$ cat config.mk
export PLATFORM = sky130hd
export DESIGN_NAME = uart_tx_frame_arbiter
export DESIGN_NICKNAME = d
export VERILOG_FILES = /design/src/rtl/uart_pkg.sv /design/src/rtl/rr_arbiter.sv /design/src/rtl/uart_tx_frame_arbiter.sv
export SDC_FILE = /design/constraint.sdc
export NUM_CORES = 1
export LEC_CHECK = 0
export CAP_MARGIN = 25
export CORE_ASPECT_RATIO = 1.75
export CORE_MARGIN = 2
export CORE_UTILIZATION = 44
export CTS_BUF_LIST = sky130_fd_sc_hd__clkbuf_4
export DETAILED_ROUTE_END_ITERATION = 12
export GPL_ROUTABILITY_DRIVEN = 0
export GPL_TIMING_DRIVEN = 0
export PLACE_DENSITY = 0.8
export RECOVER_POWER = 100
export SYNTH_ARGS = -nofsm -noshare
export SYNTH_HDL_FRONTEND = slang
export SYNTH_SLANG_ARGS = --single-unit
$ cat constraint.sdc
create_clock -name clk_50MHz -period 1.8 [get_ports clk_50MHz]
set_input_delay 0.27 -clock clk_50MHz [delete_from_list [all_inputs] [get_ports clk_50MHz]]
set_output_delay 0.27 -clock clk_50MHz [all_outputs]
set_load 0.03 [all_outputs]
$ cat src/rtl/uart_pkg.sv
// Shared UART definitions: frame-arbiter state encoding, byte defaults and a clog2 helper.
package uart_pkg;

  localparam int         UART_DATA_BITS = 8;
  localparam logic [7:0] UART_SYNC_BYTE = 8'hA5;

  typedef enum logic [2:0] {
    ST_IDLE = 3'd0,
    ST_SYNC = 3'd1,
    ST_ID   = 3'd2,
    ST_DATA = 3'd3,
    ST_CSUM = 3'd4
  } arb_state_e;

  // Usable in port/parameter widths; returns at least 1 for n >= 2.
  function automatic int uart_clog2(input int n);
    int r;
    r = 0;
    for (int i = 0; i < 31; i++) begin
      if ((32'd1 << i) < n) r = i + 1;
    end
    return r;
  endfunction

endpackage

$ cat src/rtl/rr_arbiter.sv
// Round-robin pick: first requester above last_idx (wrapping); combinational, zero latency.
// No backpressure: gnt_vld simply reflects whether any request is present.
module rr_arbiter
  import uart_pkg::*;
#(
  parameter int N_REQ = 2,
  parameter int GW    = uart_clog2(N_REQ)
) (
  input  logic [N_REQ-1:0] req,
  input  logic [GW-1:0]    last_idx,
  output logic [GW-1:0]    gnt_idx,
  output logic             gnt_vld
);

  logic [GW:0] cand;

  // Scan from the farthest offset down so the nearest requester after last_idx wins.
  always_comb begin
    gnt_idx = '0;
    gnt_vld = 1'b0;
    cand    = '0;
    for (int ofs = N_REQ; ofs >= 1; ofs--) begin
      cand = {1'b0, last_idx} + (GW+1)'(ofs);
      if (cand >= (GW+1)'(N_REQ)) cand = cand - (GW+1)'(N_REQ);
      if (req[cand[GW-1:0]]) begin
        gnt_idx = cand[GW-1:0];
        gnt_vld = 1'b1;
      end
    end
  end

endmodule

$ cat src/rtl/uart_tx_frame_arbiter.sv
// Frames requester byte streams as SYNC, ID, payload (+ XOR byte when UART_ARB_CHECKSUM_EN) onto one UART TX;
// grant-to-first-tx_start 1 cycle, fixed 1-cycle gap after each tx_done, payload stalls while req_valid[g] is low.
module uart_tx_frame_arbiter
  import uart_pkg::*;
#(
  parameter int                   N_REQ     = 2,
  parameter int                   DATA_BITS = UART_DATA_BITS,
  parameter logic [DATA_BITS-1:0] SYNC_BYTE = DATA_BITS'(UART_SYNC_BYTE),
  parameter int                   MAX_LEN   = 16
) (
  input  logic                          clk_50MHz,
  input  logic                          reset,
  input  logic [N_REQ-1:0]              req_valid,
  input  logic [N_REQ*DATA_BITS-1:0]    req_data,
  input  logic [N_REQ-1:0]              req_last,
  output logic [N_REQ-1:0]              req_ready,
  output logic                          tx_start,
  output logic [DATA_BITS-1:0]          tx_data,
  input  logic                          tx_done,
  output logic                          busy,
  output logic [uart_clog2(N_REQ)-1:0]  grant_id,
  output logic                          truncated
);

  localparam int GW = uart_clog2(N_REQ);
  localparam int LW = uart_clog2(MAX_LEN + 1);

  arb_state_e           state_q, state_d;
  logic                 pending_q, pending_d;
  logic [LW-1:0]        len_q, len_d;
  logic                 last_q, last_d;
  logic [N_REQ-1:0]     req_ready_q, req_ready_d;
  logic                 tx_start_q, tx_start_d;
  logic [DATA_BITS-1:0] tx_data_q, tx_data_d;
  logic                 busy_q, busy_d;
  logic [GW-1:0]        grant_id_q, grant_id_d;
  logic                 truncated_q, truncated_d;
`ifdef UART_ARB_CHECKSUM_EN
  logic [DATA_BITS-1:0] csum_q, csum_d;
`endif

  logic [GW-1:0]        arb_idx;
  logic                 arb_vld;
  logic [DATA_BITS-1:0] sel_data;
  logic                 sel_valid;
  logic                 sel_last;
  logic [DATA_BITS-1:0] id_byte;
  logic                 frame_end;

  rr_arbiter #(.N_REQ(N_REQ), .GW(GW)) u_rr_arbiter (
    .req      (req_valid),
    .last_idx (grant_id_q),
    .gnt_idx  (arb_idx),
    .gnt_vld  (arb_vld)
  );

  assign sel_valid = req_valid[grant_id_q];
  assign sel_last  = req_last[grant_id_q];
  assign id_byte   = DATA_BITS'(grant_id_q);
  assign frame_end = last_q || (len_q == LW'(MAX_LEN));

  always_comb begin
    sel_data = '0;
    for (int i = 0; i < N_REQ; i++) begin
      if (grant_id_q == GW'(i)) sel_data = req_data[i*DATA_BITS +: DATA_BITS];
    end
  end

  // Each byte state launches once (pending set), then waits for the matching tx_done.
  always_comb begin
    state_d     = state_q;
    pending_d   = pending_q;
    len_d       = len_q;
    last_d      = last_q;
    req_ready_d = '0;
    tx_start_d  = 1'b0;
    tx_data_d   = tx_data_q;
    busy_d      = busy_q;
    grant_id_d  = grant_id_q;
    truncated_d = 1'b0;
`ifdef UART_ARB_CHECKSUM_EN
    csum_d      = csum_q;
`endif
    unique case (state_q)
      ST_IDLE: begin
        if (arb_vld) begin
          grant_id_d = arb_idx;
          state_d    = ST_SYNC;
          busy_d     = 1'b1;
          pending_d  = 1'b0;
          len_d      = '0;
          last_d     = 1'b0;
`ifdef UART_ARB_CHECKSUM_EN
          csum_d     = '0;
`endif
        end
      end
      ST_SYNC: begin
        if (!pending_q) begin
          tx_start_d = 1'b1;
          pending_d  = 1'b1;
          tx_data_d  = SYNC_BYTE;
        end else if (tx_done) begin
          pending_d = 1'b0;
          state_d   = ST_ID;
        end
      end
      ST_ID: begin
        if (!pending_q) begin
          tx_start_d = 1'b1;
          pending_d  = 1'b1;
          tx_data_d  = id_byte;
`ifdef UART_ARB_CHECKSUM_EN
          csum_d     = csum_q ^ id_byte;
`endif
        end else if (tx_done) begin
          pending_d = 1'b0;
          state_d   = ST_DATA;
        end
      end
      ST_DATA: begin
        if (!pending_q) begin
          if (sel_valid) begin
            tx_start_d              = 1'b1;
            pending_d               = 1'b1;
            tx_data_d               = sel_data;
            req_ready_d[grant_id_q] = 1'b1;
            last_d                  = sel_last;
            len_d                   = len_q + 1'b1;
`ifdef UART_ARB_CHECKSUM_EN
            csum_d                  = csum_q ^ sel_data;
`endif
          end
        end else if (tx_done) begin
          pending_d = 1'b0;
          if (frame_end) begin
            truncated_d = !last_q;
`ifdef UART_ARB_CHECKSUM_EN
            state_d     = ST_CSUM;
`else
            state_d     = ST_IDLE;
            busy_d      = 1'b0;
`endif
          end
        end
      end
`ifdef UART_ARB_CHECKSUM_EN
      ST_CSUM: begin
        if (!pending_q) begin
          tx_start_d = 1'b1;
          pending_d  = 1'b1;
          tx_data_d  = csum_q;
        end else if (tx_done) begin
          pending_d = 1'b0;
          state_d   = ST_IDLE;
          busy_d    = 1'b0;
        end
      end
`endif
      default: begin
        state_d   = ST_IDLE;
        pending_d = 1'b0;
        busy_d    = 1'b0;
      end
    endcase
  end

  always_ff @(posedge clk_50MHz or posedge reset) begin
    if (reset) begin
      state_q     <= ST_IDLE;
      pending_q   <= 1'b0;
      len_q       <= '0;
      last_q      <= 1'b0;
      req_ready_q <= '0;
      tx_start_q  <= 1'b0;
      tx_data_q   <= '0;
      busy_q      <= 1'b0;
      grant_id_q  <= GW'(N_REQ - 1);
      truncated_q <= 1'b0;
`ifdef UART_ARB_CHECKSUM_EN
      csum_q      <= '0;
`endif
    end else begin
      state_q     <= state_d;
      pending_q   <= pending_d;
      len_q       <= len_d;
      last_q      <= last_d;
      req_ready_q <= req_ready_d;
      tx_start_q  <= tx_start_d;
      tx_data_q   <= tx_data_d;
      busy_q      <= busy_d;
      grant_id_q  <= grant_id_d;
      truncated_q <= truncated_d;
`ifdef UART_ARB_CHECKSUM_EN
      csum_q      <= csum_d;
`endif
    end
  end

  assign req_ready = req_ready_q;
  assign tx_start  = tx_start_q;
  assign tx_data   = tx_data_q;
  assign busy      = busy_q;
  assign grant_id  = grant_id_q;
  assign truncated = truncated_q;

endmodule

==> run metrics, run 1 <==
Mapped Cells=124; Pre-Repair DR Iteration Count=4; Hold Slack=0.500 ns; hpwl dp=2360 um; Clock Sinks=23; gr ovfl total=0; Worst Path Arrival=1.99 ns; Cell Pwr Density=1630 nW/um^2; busiest grt layer=met2; vias per cell=5.48; Crit path required time=2.02 ns; Die Y=76.7 um; commonest non-fill, non-tap cells in the layout=clkdlybuf4s50_1, dfrtp_1, mux2i_1; skew final=0.00614 ns; Root Buffer=clkbuf_4; number of global-route vias before repair=1155; Primary FF master, synth=dfrtp_1; LEAKAGE=0.802 nW; Post-route DRC=0; dpl cells=188; Crit Path Class=reg2reg; Layout Nets=201; syn avg cell area=10.7 um^2; post-synthesis sequential area ratio=0.434; RSZ-0062 raised after global routing=yes; met3 Use GR=0.0165; status=completed; area leader, netlist=dfrtp_1; largest net degree at the start of global routing=24; Worst-path clk slew=0.13 ns; Final ANT Viol Nets=0; Slew HR=0.406; first-pass GRT wire length=5130 um; Final Cycle Share=0.985; initial antenna violation count=0; DIE AREA=3490 um^2; Cell variety after synth=43; Max Cap Viol=0; Highest Clock Rate=0.564 GHz; M1 GR Usage=0.221; Port Buffers=36; Avg WL per Cell=15.5 um; Peak VDD IR=0.000815 V; CP startpoint kind=flip-flop; row cnt=26; Area Growth Syn to Fin=36.2%; Yosys reg bits=23; synthesized area=1330 um^2; CTS Buf Count=3; synth top area cells=dfrtp_1, mux2i_1, ha_1, a21oi_1, o2bb2ai_1; crit path time final=1.77 ns; initial core utilization=0.459; proportion of layout cells with a drive suffix above 1=0.176; setup_tns=0 ns; n_diodes=0; actual slew at the worst max-slew pin=0.890 ns; met2 usage=0.342; Hold Fails Final Rpt=0; Worst Setup End Kind=flip-flop; fillcell total=248; EDFF count, synth=0; fin cells=198; Hold Crit Class=reg2reg; Die Wd=45.5 um; commonest non-fill, non-tap cell in the layout=clkdlybuf4s50_1; I/O pin count=37; Tot GR Track Use=0.196; asr flop ratio synth=1.00; Clk Latency, worst-skew pair=0.32 ns; Hold-fix buffers, CTS=0; setup violators final=0; CTS tree=yes; Max Transition Viols Final=0; area of the core=2900 um^2; H-tree levels=1; Synth Net Count=154; Max Fanout on Critical Path=8; Clock Path Buffers=2; share of the synthesized area in the top cell type=0.415; Post-Route WL=3080 um; synth warn=0; routed via count=1085; total power=0.00296 W; 1st-iter DRT viols=34
==> metal layers <==
| layer | share of wire | vias to the layer above |
|---|---|---|
| met3 | 0.032 | 5 |
| met2 | 0.55 | 30 |
| met5 | 0 | - |
| met1 | 0.40 | 517 |
| met4 | 0.018 | 0 |
| li1 | - | 533 |
==> worst max-delay path: stages (launching register included) <==
cell and delay, ns:
dfrtp_1 0.45, ha_2 0.19, buf_6 0.13, or3_4 0.41, nand2_2 0.08, nand3_2 0.10
mux2_4 0.31
==> kinds of logic (layout without fill, tap and decap cells) <==
| group | Yosys count | after routing | synth area share |
|---|---|---|---|
| flip-flops | 23 | 23 | 0.435 |
| XOR/XNOR | 1 | 1 | 0.00660 |
| AND/OR/NAND/NOR | 35 | 35 | 0.146 |
| AO/OA/AOI/OAI | 30 | 30 | 0.172 |
| multiplexers | 13 | 13 | 0.112 |
| buffers and inverters | 15 | 61 | 0.0622 |
| adder cells (fa/ha/maj) | 7 | 7 | 0.0660 |
==> flip-flops by register name (all words and copies together), names as in the netlist <==
register	cells
len_q	5
state_q	2
tx_start	1
req_ready	2
pending_q	1
tx_data	8
busy	1
last_q	1
truncated	1
grant_id	1
==> through the flow <==
stage               utilization  setup slack, ns  instance area (um^2)
finish                    0.624           0.0273                  1810
global route              0.624          -0.0150                  1810
CTS                       0.610          -0.0212                  1770
detailed placement        0.595          -0.0114                  1720
global placement          0.595           0.0324                  1720
floorplan                     -            0.109                  1330
==> timing repair <==
action,4_1_cts,5_1_grt
setup endpoints to repair,2,5
cloned,0,0
setup buffers,2,5
pin swaps,0,0
resized for setup,1,3
hold endpoints to repair,0,0
==> area by class of cell <==
cell class / count / area, um^2 / share of cell area
sequential: 23 / 577 / 0.319
clock buffer: 4 / 30.0 / 0.0166
inverter: 8 / 30.0 / 0.0166
tap: 28 / 35.0 / 0.0194
buffer: 6 / 48.8 / 0.0270
multi-input combinational: 86 / 676 / 0.374
timing repair buffer: 43 / 412 / 0.228
==> where the power goes <==
part           switching [W]  total (W)  internal, W  leakage [nW]
clock network       0.000160   0.000262     0.000102        0.0184
registers           0.000109   0.000808     0.000699         0.295
logic               0.000999    0.00189     0.000886         0.488
total                0.00127    0.00296      0.00169         0.802
==> cells in the mapped netlist, types with 2 or more instances <==
cell       count
a211oi_1       2
a21oi_1        7
buf_2          3
buf_6          3
dfrtp_1       22
ha_1           7
inv_1          8
mux2i_1       10
nand2_1        7
nand2b_1       2
nand3_1        3
nand3b_1       3
nor2_1         9
nor3b_1        2
o21ai_0        2
o21bai_1       2
o22a_1         2
o2bb2ai_1      4
o31ai_2        2
==> worst paths after layout <==
check	slack [ns]	cells after the start	startpoint	endpoint
setup / recovery	0.03	6	state_q[1]	state_q[1]
hold / removal	0.50	1	tx_data[4]	tx_data[4]
setup reg to reg	0.03	6	state_q[1]	state_q[1]
hold reg to reg	0.50	1	tx_data[4]	tx_data[4]
max in group asynchronous	0.69	2	reset	tx_data[6]
min in group asynchronous	0.57	2	reset	tx_data[5]
(Power assumes the default switching activity.)
==> run 2: changes to the inputs <==
--- a/config.mk
+++ b/config.mk
@@ -5,15 +5,16 @@
 export SDC_FILE = /design/constraint.sdc
 export NUM_CORES = 1
 export LEC_CHECK = 0
+export ABC_AREA = 1
 export CAP_MARGIN = 25
 export CORE_ASPECT_RATIO = 1.75
 export CORE_MARGIN = 2
-export CORE_UTILIZATION = 44
+export CORE_UTILIZATION = 45
 export CTS_BUF_LIST = sky130_fd_sc_hd__clkbuf_4
 export DETAILED_ROUTE_END_ITERATION = 12
 export GPL_ROUTABILITY_DRIVEN = 0
 export GPL_TIMING_DRIVEN = 0
-export PLACE_DENSITY = 0.8
+export PLACE_DENSITY = 0.78
 export RECOVER_POWER = 100
 export SYNTH_ARGS = -nofsm -noshare
 export SYNTH_HDL_FRONTEND = slang
==> run 2 against run 1 <==
Effect of this change:
- register-to-register slack improved by 0.16 ns
- cell area decreased by 0.69%
- sequential power increased by 3.2%
- non-clock buffer count down 8
- via count is 14% higher
- synthesized area rose by 4.4%
- sequential cell count unchanged
- largest power group unchanged
==> run metrics, run 2 <==
Port Buffers=36 (unchanged); Mapped Cells=173 (+40%); Die Wd=46.0 um (+0.96%); initial core utilization=0.474 (+0.0150); Place WS=0.211 ns (+0.222 ns); synth top area cells=dfrtp_1, nand2_1, ha_1, nor2_1, o21ai_0; Yosys reg bits=23 (unchanged); Slew HR=0.419 (+0.0124); actual slew at the worst max-slew pin=0.871 ns (-0.0186 ns); CP peak stage delay=0.75 ns (+0.30 ns); H-tree levels=1 (unchanged); first-pass GRT wire length=5280 um (+3.0%); Area Growth Syn to Fin=29.5%; Clk Latency, worst-skew pair=0.32 ns (about the same); top-count cell post-synth=nand2_1; FF-to-FF setup slack=0.19 ns (+0.16 ns); Worst Path Arrival=1.44 ns (-0.55 ns); Max Fanout on Critical Path=2 (-6); Hold Fails Final Rpt=0 (unchanged); fillcell total=266 (+7.3%); Crit Path Class=reg2out; skew final=0.00696 ns (+0.000826 ns); n_diodes=0 (unchanged); Post-route DRC=0 (unchanged); Crit path required time=1.53 ns (-0.49 ns); Slowest cell on crit path=dlygate4sd3_1; gr ovfl total=0 (unchanged); Peak VDD IR=0.000891 V (+9.4%); DIE AREA=3560 um^2 (+2.0%); CTS tree=yes; top cells by count, synth=nand2_1, dfrtp_1, nor2_1; total power=0.00300 W (+1.5%); Top delay family on crit path=buffers and inverters; Final ANT Viol Nets=0 (unchanged); fin cells=241 (+22%); proportion of layout cells with a drive suffix above 1=0.141 (-0.0356); Highest Clock Rate=0.586 GHz (+3.9%); Synth Net Count=203 (+32%); hold path cells=2 (+1); Final Cycle Share=0.948 (-0.0366); area leader, netlist=dfrtp_1; row cnt=26 (unchanged); LEAKAGE=0.886 nW (+11%); Root Buffer=clkbuf_4; CP startpoint kind=flip-flop; initial antenna violation count=0 (unchanged); Cell Pwr Density=1670 nW/um^2 (+2.2%); share of the synthesized area in the top cell type=0.397 (-0.0176); number of global-route vias before repair=1257 (+8.8%); Worst-path clk slew=0.13 ns (about the same); synth warn=0 (unchanged); Pre-Repair DR Iteration Count=4 (unchanged); largest net degree at the start of global routing=24 (unchanged); Max Cap Viol=0 (unchanged); commonest non-fill, non-tap cells in the layout=nand2_1, nor2_1, clkdlybuf4s50_1; status=completed; hpwl dp=2490 um (+5.3%); area of the core=2930 um^2 (+1.1%); Post-CTS Setup Bufs=0 (-2); worst path bufs/invs=1 (unchanged); Hold Path Origin=tx_data[6]; Layout Nets=244 (+21%); routed via count=1237 (+14%); CTS Buf Count=3 (unchanged); Clock Path Buffers=2 (unchanged); crit path time final=1.71 ns (-0.0659 ns); vias per cell=5.13 (-6.3%); 1st-iter DRT viols=57 (+68%); setup violators final=0 (unchanged); setup_tns=0 ns (unchanged); Worst Setup End Kind=primary output; post-layout worst setup margin=0.0931 ns (+0.0659 ns); Cell variety after synth=26 (-40%); Die Y=77.4 um (+1.0%); asr flop ratio synth=1.00 (unchanged); max reg flops=8 (unchanged); dpl cells=237 (+26%); Reg2Reg Launch Point=state_q[0]; EDFF count, synth=0 (unchanged); Avg WL per Cell=13.3 um (-14%); Post-Route WL=3210 um (+4.3%); Worst Hold End=tx_data[6]; post-synthesis sequential area ratio=0.416 (-0.0184); Max Transition Viols Final=0 (unchanged); commonest non-fill, non-tap cell in the layout=nand2_1; worst-path cell chain=dlygate4sd3_1; Tot GR Track Use=0.198 (+0.00132); Hold Crit Class=reg2reg; RSZ-0062 raised after global routing=no; syn avg cell area=8.01 um^2 (-25%); Primary FF master, synth=dfrtp_1; synthesized area=1390 um^2 (+4.4%); Clock Sinks=23 (unchanged); reg2reg end=tx_data[1]; Worst Reg-to-Reg Cells=10 (+4); I/O pin count=37 (unchanged)
==> run 2: cell types whose count changed in the layout (fill, tap and decap cells not counted), sizes merged, moves of 4 or more <==
cell           previous run  this run
dlygate4sd3               1        11
a21oi                     8         2
inv                       8        21
clkdlybuf4s50            34        24
mux2i                    11         0
buf                      13         5
nand2                     8        47
o21ai                     2        25
nor2                      9        27
o2bb2ai                   4         0
==> run 2: metrics by stage <==
stage	hold WS (ns)	area, um^2	util
finish	0.487	1800	0.613
global route	0.510	1800	0.613
CTS	0.464	1810	0.618
detailed placement	0.468	1780	0.609
global placement	0.466	1780	0.609
floorplan	0.271	1390	-
==> run 2: routing by layer <==
metal	vias up	global-route usage	wire length (um)
li1	627	-	-
met1	567	0.205	1240
met2	34	0.351	1760
met3	9	0.0279	106
met4	0	0.106	100
met5	-	0	0
==> run 2: worst max path at each step <==
stage                     cells past startpoint          to  slack [ns]          from
after floorplan                              10  tx_data[1]        0.42    state_q[0]
after global placement                        9  tx_data[1]        0.21  req_valid[1]
after detailed placement                      9  tx_data[1]        0.21  req_valid[1]
after CTS                                     1  tx_data[5]        0.15    tx_data[5]
after global routing                          1  tx_data[1]        0.04    tx_data[1]
final                                         1  tx_data[3]        0.09    tx_data[3]
==> run 2: final cells by class <==
type	instances	area (um^2)	area share
plain buffers	5	48.8	0.0272
clock buffers	3	22.5	0.0125
clock inverters	1	5.00	0.00279
inverters	21	78.8	0.0439
multi-input cells	124	669	0.373
flip-flops and latches	23	577	0.321
well taps	28	35.0	0.0195
repair buffers	36	359	0.200
==> run 2: kinds of logic (layout without fill, tap and decap cells) <==
kind of cell	count (synthesis)	count (layout)	share of synthesized area
AOI/OAI and AO/OA	30	30	0.127
xor gates and xnor gates	3	3	0.0190
adders and majority gates	7	7	0.0632
buffers and inverters	26	66	0.0921
DFF	23	23	0.416
and+or+nand+nor	84	84	0.282
==> run 2: report_power, final <==
| group | total [W] | leakage, nW | switching (W) | internal [W] |
|---|---|---|---|---|
| logic | 0.00192 | 0.570 | 0.00120 | 0.000727 |
| registers | 0.000834 | 0.299 | 0.000127 | 0.000707 |
| clock network | 0.000243 | 0.0177 | 0.000160 | 0.0000833 |
| total | 0.00300 | 0.886 | 0.00148 | 0.00152 |
==> run 2: repair_timing <==
action	CTS	global route
setup endpoints to repair	1	0
hold buffers	0	0
gates resized for setup	1	0
==> run 3: changes to the inputs <==
--- a/config.mk
+++ b/config.mk
@@ -9,12 +9,12 @@
 export CAP_MARGIN = 25
 export CORE_ASPECT_RATIO = 1.75
 export CORE_MARGIN = 2
-export CORE_UTILIZATION = 45
+export CORE_UTILIZATION = 48
 export CTS_BUF_LIST = sky130_fd_sc_hd__clkbuf_4
 export DETAILED_ROUTE_END_ITERATION = 12
 export GPL_ROUTABILITY_DRIVEN = 0
 export GPL_TIMING_DRIVEN = 0
-export PLACE_DENSITY = 0.78
+export PLACE_DENSITY = 0.79
 export RECOVER_POWER = 100
 export SYNTH_ARGS = -nofsm -noshare
 export SYNTH_HDL_FRONTEND = slang
==> constraint.sdc (replaced) <==
create_clock -name clk_50MHz -period 2.13 [get_ports clk_50MHz]
set_input_delay 0.3195 -clock clk_50MHz [delete_from_list [all_inputs] [get_ports clk_50MHz]]
set_output_delay 0.3195 -clock clk_50MHz [all_outputs]
set_load 0.03 [all_outputs]
==> run 3 against run 2 <==
Effect of this change:
- clock skew shrank 0.0060 ns
- largest cell class unchanged
- via count is 0.32% lower
- first-iteration DRC count down 60%
- clock power fell by 11%
- critical path type unchanged
- sequential share of layout area grew 0.25 points
- largest power group unchanged
==> run metrics, run 3 (synthesized netlist as in run 2, its figures left out) <==
placed cell areas=1780 um^2 (about the same); crit path time final=1.96 ns; Clk Latency, worst-skew pair=0.33 ns (about the same); initial core utilization=0.509 (+0.0359); actual slew at the worst max-slew pin=0.879 ns (+0.00796 ns); Peak VDD IR=0.000950 V (+6.6%); Port Buffers=36 (unchanged); first-pass GRT wire length=5180 um (-1.8%); hpwl dp=2430 um (-2.2%); Die Y=75.1 um (-3.0%); gr ovfl total=0 (unchanged); LEAKAGE=0.876 nW (-1.1%); Clock Path Buffers=2 (unchanged); CP startpoint kind=flip-flop; Die Wd=44.6 um (-2.9%); number of global-route vias before repair=1252 (-0.40%); Highest Clock Rate=0.509 GHz; row cnt=25 (-3.8%); Area Growth Syn to Fin=28.5%; area of the core=2720 um^2 (-7.1%); setup_tns=0 ns (unchanged); Post-CTS Setup Bufs=0 (unchanged); Worst Path Arrival=1.64 ns (+0.20 ns); largest net degree at the start of global routing=24 (unchanged); Post-route DRC=0 (unchanged); Worst Setup End Kind=primary output; Worst-path clk slew=0.13 ns (about the same); Max Transition Viols Final=0 (unchanged); Layout Nets=244 (unchanged); CTS tree=yes; Hold Fails Final Rpt=0 (unchanged); commonest non-fill, non-tap cell in the layout=nand2_1; Pre-Repair DR Iteration Count=4 (unchanged); H-tree levels=1 (unchanged); Root Buffer=clkbuf_4; Final ANT Viol Nets=0 (unchanged); worst path bufs/invs=1 (unchanged); Post-Route WL=3140 um (-2.3%); Max Cap Viol=0 (unchanged); Top delay family on crit path=buffers and inverters; skew final=0.00101 ns (-0.00595 ns); Avg WL per Cell=13.1 um (-1.9%); Slew HR=0.413 (-0.00531); setup violators final=0 (unchanged); cell area after layout=1780 um^2 (-0.77%); vias per cell=5.14 (about the same); n_diodes=0 (unchanged); initial antenna violation count=0 (unchanged); CTS Buf Count=3 (unchanged); routed via count=1233 (-0.32%); worst-path cell chain=dlygate4sd3_1; commonest non-fill, non-tap cells in the layout=nand2_1, dfrtp_1, nor2_1, clkdlybuf4s50_1; Slowest cell on crit path=dlygate4sd3_1; DIE AREA=3350 um^2 (-5.8%); Clock Sinks=23 (unchanged); RSZ-0062 raised after global routing=no; Cell Pwr Density=1400 nW/um^2 (-16%); CP peak stage delay=0.74 ns (about the same); Max Fanout on Critical Path=4 (+2); Hold-fix buffers, CTS=0 (unchanged); Crit path required time=1.81 ns (+0.28 ns); I/O pin count=37 (unchanged); Final Cycle Share=0.922; Crit Path Class=reg2out; status=completed; Tot GR Track Use=0.208 (+0.0104); proportion of layout cells with a drive suffix above 1=0.131 (-0.00939); Hold Crit Class=reg2reg; max reg flops=8 (unchanged); cts repair resizes=0 (-1); 1st-iter DRT viols=23 (-60%)
-- run 3: cell types whose count changed in the layout (fill, tap and decap cells not counted) --
| cell | previous run | this run |
|---|---|---|
| clkdlybuf4s50_1 | 24 | 21 |
| dlygate4sd2_1 | 1 | 0 |
| buf_4 | 1 | 0 |
| dfstp_1 | 1 | 0 |
| clkbuf_1 | 0 | 2 |
| nor2_1 | 24 | 21 |
| nand2_1 | 37 | 41 |
| nand2_2 | 8 | 4 |
| dlygate4sd3_1 | 11 | 15 |
| nor2_2 | 2 | 5 |
| buf_6 | 1 | 0 |
| dfstp_2 | 0 | 1 |
-- run 3: path summary, 6_finish.rpt --
| check | start | endpoint | slack [ns] | cells past startpoint |
|---|---|---|---|---|
| max | grant_id | grant_id | 0.17 | 1 |
| max in group asynchronous | reset | state_q[0] | 0.99 | 2 |
| max reg2reg | state_q[0] | tx_data[1] | 0.27 | 9 |
| min | tx_data[3] | tx_data[3] | 0.49 | 2 |
| min in group asynchronous | reset | tx_data[3] | 0.60 | 2 |
| min reg2reg | tx_data[3] | tx_data[3] | 0.49 | 2 |
-- run 3: final cells by class --
| class | count | area, um^2 |
|---|---|---|
| fill | 250 | 940 |
| multi-input combinational | 124 | 667 |
| sequential | 23 | 577 |
| timing repair buffer | 36 | 360 |
| inverter | 21 | 78.8 |
| buffer | 5 | 37.5 |
| tap | 27 | 33.8 |
| clock buffer | 3 | 22.5 |
| clock inverter | 1 | 5.00 |
-- run 3: worst min-delay path: cells and delay by family (launching register included) --
| kind | cells | cell delay (ns) |
|---|---|---|
| flops | 1 | 0.36 |
| simple gates | 1 | 0.06 |
| compound gates | 1 | 0.04 |
-- run 3: through the flow --
stage,hold slack [ns],worst slack (ns),power [W],util,instances
final,0.490,0.166,0.00250,0.655,240
after global routing,0.514,0.113,0.00272,0.655,240
after CTS,0.501,0.234,0.00262,0.664,240
after detailed placement,0.474,0.493,0.00241,0.654,236
after global placement,0.467,0.510,0.00236,0.654,236
after floorplan,0.321,0.752,0.00193,-,173
-- run 3: power breakdown --
group / internal (W) / switching [W]
clock: 0.0000707 / 0.000146
sequential: 0.000600 / 0.000100
combinational: 0.000589 / 0.000997
total: 0.00126 / 0.00124
-- run 3: layer usage --
metal,wire length (um),GRT usage,vias up
li1,-,-,628
met1,1230,0.217,568
met2,1730,0.406,33
met3,153,0.0192,4
met4,22,0.0808,0
met5,0,0,-
